File: config.mk
export PLATFORM = sky130hd
export DESIGN_NAME = demux_deserializer
export DESIGN_NICKNAME = d
export VERILOG_FILES = /design/src/rtl/demux_deserializer_pkg.sv /design/src/rtl/demux_deserializer_demux1to2.sv /design/src/rtl/demux_deserializer.sv
export SDC_FILE = /design/constraint.sdc
export NUM_CORES = 1
export LEC_CHECK = 0
export BUFFER_PORTS_ARGS = -buffer_cell sky130_fd_sc_hd__clkbuf_2
export CAP_MARGIN = 0
export CORE_ASPECT_RATIO = 0.8
export CORE_MARGIN = 3
export CORE_UTILIZATION = 49
export DETAILED_ROUTE_END_ITERATION = 12
export GPL_ROUTABILITY_DRIVEN = 1
export PLACE_DENSITY = 0.82
export SYNTH_ARGS = -nofsm -noshare
export SYNTH_HDL_FRONTEND = slang
export SYNTH_SLANG_ARGS = --single-unit
File: constraint.sdc
create_clock -name clk -period 1.5 [get_ports clk]
set_input_delay 0.075 -clock clk [delete_from_list [all_inputs] [get_ports clk]]
set_output_delay 0.075 -clock clk [all_outputs]
set_load 0.03 [all_outputs]
File: src/rtl/demux_deserializer_pkg.sv
// Shared definitions for the deserializer and its matching serializer:
// FSM state encodings, default word width and the slot-ordering helper.
package demux_deserializer_pkg;

  localparam int DEFAULT_WIDTH = 8;

  typedef enum logic {
    COLLECT = 1'b0,
    STALL   = 1'b1
  } state_e;

  // Maps a serial bit position to its parallel slot (and back; the mapping is its own inverse).
  function automatic int slot_order(input int pos, input int width, input bit msb_first);
    return msb_first ? (width - 1 - pos) : pos;
  endfunction

endpackage

File: src/rtl/demux_deserializer_demux1to2.sv
// 1:2 demultiplexer; counterpart of the existing 2:1 mux used by the serializer.
module demux1to2 (
  input  logic d,
  input  logic sel,
  output logic y0,
  output logic y1
);

  assign y0 = d & ~sel;
  assign y1 = d & sel;

endmodule

File: src/rtl/demux_deserializer.sv
// Serial-to-parallel deserializer with a one-word output slot and a
// COLLECT/STALL handshake FSM that back-pressures the serial input.
module demux_deserializer
  import demux_deserializer_pkg::*;
#(
  parameter int WIDTH     = DEFAULT_WIDTH,
  parameter bit MSB_FIRST = 1'b0
) (
  input  logic                       clk,
  input  logic                       rst,
  input  logic                       din,
  input  logic                       din_valid,
  output logic                       din_ready,
  input  logic                       flush,
  output logic [WIDTH-1:0]           dout,
  output logic                       dout_valid,
  input  logic                       dout_ready,
  output logic [$clog2(WIDTH):0]     bit_count
);

  localparam int CW = $clog2(WIDTH) + 1;

  state_e            state_q, state_d;
  logic [CW-1:0]     count_q, count_d;
  logic [WIDTH-1:0]  collect_q, collect_d;
  logic [WIDTH-1:0]  dout_q, dout_d;
  logic              dv_q, dv_d;

  logic [WIDTH-1:0]  collect_wr;
  logic [WIDTH-1:0]  slot_we;
  logic [WIDTH-1:0]  unused_y0;
  logic              accept;
  logic              last_bit;
  logic              slot_free;

  assign accept    = din_valid && (state_q == COLLECT) && !flush;
  assign last_bit  = (count_q == CW'(WIDTH - 1));
  assign slot_free = !dv_q || dout_ready;

  // Each slot gets its own demux: only the slot addressed by bit_count sees the write strobe.
  generate
    for (genvar gi = 0; gi < WIDTH; gi++) begin : g_slot
      localparam int POS = slot_order(gi, WIDTH, MSB_FIRST);
      logic hit;
      assign hit = (count_q == CW'(POS));
      demux1to2 u_demux (
        .d   (accept),
        .sel (hit),
        .y0  (unused_y0[gi]),
        .y1  (slot_we[gi])
      );
      assign collect_wr[gi] = slot_we[gi] ? din : collect_q[gi];
    end
  endgenerate

  always_comb begin
    state_d   = state_q;
    count_d   = count_q;
    collect_d = collect_q;
    dout_d    = dout_q;
    dv_d      = dv_q;

    unique case (state_q)
      COLLECT: begin
        if (dv_q && dout_ready) begin
          dv_d = 1'b0;
        end
        if (flush) begin
          count_d   = '0;
          collect_d = '0;
        end else if (accept) begin
          collect_d = collect_wr;
          if (!last_bit) begin
            count_d = count_q + CW'(1);
          end else if (slot_free) begin
            dout_d  = collect_wr;
            dv_d    = 1'b1;
            count_d = '0;
          end else begin
            count_d = CW'(WIDTH);
            state_d = STALL;
          end
        end
      end
      STALL: begin
        // The parked word moves into the slot the same edge the consumer drains it.
        if (dv_q && dout_ready) begin
          dout_d  = collect_q;
          dv_d    = 1'b1;
          count_d = '0;
          state_d = COLLECT;
        end
      end
      default: state_d = COLLECT;
    endcase
  end

  always_ff @(posedge clk) begin
    if (rst) begin
      state_q   <= COLLECT;
      count_q   <= '0;
      collect_q <= '0;
      dout_q    <= '0;
      dv_q      <= 1'b0;
    end else begin
      state_q   <= state_d;
      count_q   <= count_d;
      collect_q <= collect_d;
      dout_q    <= dout_d;
      dv_q      <= dv_d;
    end
  end

  assign din_ready  = (state_q == COLLECT);
  assign dout       = dout_q;
  assign dout_valid = dv_q;
  assign bit_count  = count_q;

endmodule

======== Word level (Yosys, flattened, before mapping) ========
Cells that the tools add are included.
word-level totals
  register bits ........................... 22
  bits in latches ......................... 0
  RAM bits ................................ 0
  bits in read-only memories .............. 0
  output and inout port bits .............. 14
  word-level logic and storage cells ...... 74
  memories kept ........................... 0
operators by class
  add/subtract/negate cells ............... 1
  $mul .................................... 0
  divide/modulo/power cells ............... 0
  $lt $le $gt $ge ......................... 0
  equality and inequality tests ........... 13
  shift operators ......................... 0
  muxes and demuxes ....................... 35
  bitwise operators ....................... 9
  reduce and logical (&&, ||, !) cells .... 11
operators by type and width
  kind                                                   count
  two-way mux 8 bit                                      7
  two-way mux 4 bit                                      5
  two-way mux 1 bit                                      19
  == test 4 x 3 -> 1 bit, second input constant          4
  case mux 8 bit (2 select lines)                        1
  bitwise AND 1 bit                                      8
  == test 4 x 2 -> 1 bit, second input constant          2
  inequality test 2 x 1 -> 1 bit, second input constant  4
  case mux 4 bit (2 select lines)                        1
  AND reduction 5 bit                                    1
  adder 4 x 1 -> 4 bit, second input constant            1
  == test 4 x 1 -> 1 bit, second input constant          1
  zero test 4 bit                                        1
  case mux 1 bit (2 select lines)                        2
  AND reduction 2 bit                                    2
  logical AND 1 bit                                      3
  inequality test 3 x 1 -> 1 bit, second input constant  1
  zero test 1 bit                                        2
  inequality test 2 bit, second input constant           1
  nonzero test 2 bit                                     1
  logical OR 1 bit                                       1
  inverter 1 bit                                         1

======== Longest topological paths before layout ========
  depth in word-level cells ............... 10
  depth in mapped cells ................... 6
  depth with buffers taken out ............ 5

======== Cells and area by module ========
A second synthesis with hierarchy kept.
unflattened totals
  cell total of the unflattened synthesis .. 169
  area, all modules ....................... 1426.4 um^2
modules (own cells, without submodules)
  module              instances  cells each  area each (um^2)  seq. area each (um^2)
  demux_deserializer  1          153         1296.2            440.4
  demux1to2           8          2           16.3              0.0

======== Worst setup path after synthesis ========
No wires, ideal clock.
  kind .................................... flip-flop to flip-flop
  from .................................... reg count_q[0], in the netlist bit_count[0]
  to ...................................... reg count_q[3], in the netlist bit_count[3]
  library setup time ...................... 132 ps
  arrival ................................. 1670 ps
  required time ........................... 1368 ps
  slack ................................... -303 ps
  cell stages (with the launch flop) ...... 7
  period minus slack after synthesis ...... 1803 ps
  cells stage by stage .................... dfxtp_1 > ha_1 > buf_2 > and4b_1 > a311o_1 > a32oi_1 > nor2_1
between the ends
  cells in the longest elaborated chain, start to end .. 5
  elaborated cells between the ends (all ways) .. 6
RTL lines
  element                                                         line                                                text
  from (decl)                                                     demux_deserializer.sv:24                            logic [CW-1:0] count_q, count_d;
  from (signal assigned)                                          demux_deserializer.sv:107                           count_q <= count_d;
  adder 4 x 1 -> 4 bit or == test 4 x 3 -> 1 bit (tied branches)  demux_deserializer.sv:74, demux_deserializer.sv:37
  two-way mux 4 bit (*)                                           demux_deserializer.sv:73                            if (!last_bit) begin
  two-way mux 4 bit (*)                                           demux_deserializer.sv:71                            end else if (accept) begin
  two-way mux 4 bit (*)                                           demux_deserializer.sv:68                            if (flush) begin
  case mux 4 bit (2 select lines) (*)                             demux_deserializer.sv:63                            unique case (state_q)
Every way passes the cells marked *; elsewhere a longest branch is shown, timed or not. The select of a mux whose other input is x is not followed.
A chain may end at the register's enable or synchronous reset.

======== Worst setup path after layout ========
Ends and elaborated chain as after synthesis.

==> results.txt <==
Result of the run: finished clean
Most used routing layer in global routing: met2
CP Max Fanout: 10
Final hold violation count: 0
Maximum number of pins on one net before global-route repair: 14
CTS Root Cell: sky130_fd_sc_hd__clkbuf_4
Min cycle time layout: 1.444 ns
Avg Synthesized Cell Area: 9.202 um^2
Tightest slew margin relative to the limit: 0.7526
Dominant combinational cell family by area after synthesis: compound AO/OA/AOI/OAI gates
Routability-driven placement congestion ratio: 0.7757
Final antenna-violating net count: 0
Leakage power: 0.5469 nW
Global-route congestion overflow total: 0
Number of violations reported at the end of detailed-routing iteration 0: 60
Setup repair after global routing missed its margin: true
Biggest area contributors in the synthesized netlist: sky130_fd_sc_hd__dfxtp_1 39%, sky130_fd_sc_hd__a21oi_1 6.1%, sky130_fd_sc_hd__mux2i_1 6.1%
Number of diodes: 0
YS warnings: 0
Fraction of layout instances using a drive strength above 1: 0.2721
Fraction of the yosys area taken by sequential cells: 0.3860
Number of H-tree levels: 1
Io pins: 20
Fraction of the mapped netlist area in compound gates: 0.2456
First-pass GRT wire length: 4119 um
Number of nets produced by synthesis: 134
Register-to-register setup slack: 0.06 ns
All-layer global routing usage: 0.1839
Worst hold path class: input port to register
Estimated wirelength of the detail-placed design: 1870 um
Startpoint Class: register
Worst Reg-to-Reg Cells: 5
Clock tree from TritonCTS: yes
Layout overhead on the synthesized area: 17.87%
Async set or reset register ratio after synthesis: 0
GRT met1 Usage: 0.2472
Area of the placeable core: 2032 um^2
Count of distinct cell types in the synthesized netlist: 36
Combined area of all synthesized cells: 1141 um^2
Sink count of the clock tree: 22
Share of the cycle needed by the critical path after routing: 0.9625
Yosys top cell area share: 0.3860
Vias in the first global route: 905
Critical Path Sink: bit_count[3]
Total power: 1.070 mW
Source of the worst register-to-register timing path: bit_count[0]
Routed WL per cell: 14.83 um
Grt met3 use: 0.05820
Xor and xnor area share after synthesis: 0
Cell accounting for the most synthesized area: sky130_fd_sc_hd__dfxtp_1
Multiplexer share of the synthesized area: 0.06140
Data arrival time at the worst-slack endpoint: 1.66 ns
Area fraction in and, or, nand and nor cells after synthesis: 0.1886
Clock transition time at the flip-flop clock pins of the worst setup and hold paths: 0.13 ns
Cell area after placement: 1274 um^2
Net count reported at finish: 158
Worst slew pin tran: 0.3711 ns
Post-route standard cell area excluding fillers: 1345 um^2
Worst Path Required: 1.72 ns
DRC violations left: 0
FILL cells: 160
Count of flip-flops with a built-in enable after synthesis: 0
Adder and majority cell fraction of the synthesized area: 0.04386
Mapped Cells: 124
Endpoint of the worst register-to-register path: bit_count[3]
Fin. max-slew vios: 0
Antenna violations before repair: 0
GR Util met2: 0.2734
Max-capacitance violation count: 0
Number of I/O port buffers: 19
Effective utilization at floorplan: 0.5616
DIE HEIGHT: 49.16 um
Yosys reg bits: 22
Commonest cells after routing, fill and taps aside: 19 x sky130_fd_sc_hd__dfxtp_1, 19 x sky130_fd_sc_hd__clkbuf_2, 14 x sky130_fd_sc_hd__a21oi_1
Clock Skew: 0.01012 ns
Startpoint-to-endpoint class of the critical path: register to register
Number of buffers created by CTS: 3
Total length of routed wires: 2536 um
Highest achievable clock rate: 692.6 MHz
Die X-Extent: 59.96 um
Number of optimization iterations in the first detailed-route pass: 4
Worst supply voltage drop on vdd: 641.8 uV
Main synth FF type: sky130_fd_sc_hd__dfxtp_1
Average via count per standard cell: 5.971
Number of placement rows: 14
Power per unit of standard cell area: 795.8 nW/um^2
Clock latency on the worst-skew pair: 0.32 ns
Final setup violation count: 0
Longest Clk Path Bufs: 2
Nature of the critical path endpoint: register
Total die area: 2947 um^2
Detailed-route via count: 1,021
Startpoint of the worst setup timing path: bit_count[0]
[worst max-delay path: stages, from the launching register on]
cell and delay, ns:
sky130_fd_sc_hd__dfxtp_4 0.42, sky130_fd_sc_hd__ha_4 0.20, sky130_fd_sc_hd__and4b_1 0.20, sky130_fd_sc_hd__a311o_1 0.27
sky130_fd_sc_hd__a32oi_1 0.20, sky130_fd_sc_hd__nor2_1 0.06
[area by class of cell]
type	count	area [um^2]	area share
Multi-Input combinational cell	85	634.4	0.4716
Timing Repair Buffer	25	142.6	0.1060
Clock buffer	4	47.55	0.03535
Tap cell	24	30.03	0.02233
Sequential cell	22	449.2	0.3340
Inverter	11	41.29	0.03070
[report_power, final]
part | total (mW) | internal (mW) | switching (mW)
clock network | 0.393 | 0.204 | 0.189
logic | 0.0896 | 0.0343 | 0.0553
registers | 0.588 | 0.584 | 0.00417
total | 1.07 | 0.822 | 0.248
[registers in the layout, summed over array words and instances, names as in the netlist]
name / flops
bit_count: 4
collect_q: 8
dout: 8
dout_valid: 1
state_q: 1
[worst min-delay path by stage]
stage	start	to	slack (ns)	depth (start not counted)
4_1_cts	din	collect_q[7]	0.14	3
6_report	din	collect_q[7]	0.14	3
3_5_place_dp	dout_ready	state_q	0.33	2
5_1_grt	din	collect_q[7]	0.13	3
2_1_floorplan	dout_ready	state_q	0.18	1
3_3_place_gp	dout_ready	state_q	0.31	2
[Yosys cell counts (4+ instances only)]
master / instances
sky130_fd_sc_hd__a21oi_1: 14
sky130_fd_sc_hd__nor2_1: 6
sky130_fd_sc_hd__mux2i_1: 7
sky130_fd_sc_hd__o2bb2ai_1: 7
sky130_fd_sc_hd__nand3_1: 6
sky130_fd_sc_hd__ha_1: 4
sky130_fd_sc_hd__inv_1: 11
sky130_fd_sc_hd__nand2_1: 5
sky130_fd_sc_hd__dfxtp_1: 22
sky130_fd_sc_hd__o22ai_1: 7
[kinds of logic (layout without fill, tap and decap cells)]
group	after synthesis	count (layout)
AO/OA/AOI/OAI	41	41
AND/OR/NAND/NOR	33	33
flip-flops	22	22
buffers and inverters	17	40
multiplexers	7	7
adder cells (fa/ha/maj)	4	4
[routing by layer]
layer / share of wire / routed length [um] / vias to the layer above
li1: - / - / 504
met5: 0 / 0 / -
met2: 0.46 / 1156 / 31
met3: 0.054 / 137 / 7
met1: 0.47 / 1204 / 479
met4: 0.014 / 36 / 0
[through the flow]
| step | worst slack [ns] | hold slack (ns) | std cells | setup TNS [ns] | utilization |
|---|---|---|---|---|---|
| 2_1_floorplan | 0.02981 | 0.1760 | 124 | 0 | - |
| 3_3_place_gp | 0.1268 | 0.3150 | 165 | 0 | 0.6268 |
| 3_5_place_dp | 0.07698 | 0.3320 | 165 | 0 | 0.6268 |
| 4_1_cts | 0.05242 | 0.1352 | 170 | 0 | 0.6552 |
| 5_1_grt | -0.01286 | 0.1287 | 171 | -0.01286 | 0.6619 |
| 6_report | 0.05621 | 0.1429 | 171 | 0 | 0.6619 |
[repair_timing]
action,in CTS,in global routing
setup endpoints to repair,0,3
gates resized for setup,0,1
hold endpoints to repair,1,0
buffers inserted,0,1
hold buffers,1,0
Note: power is estimated with default switching activity, not from simulation.
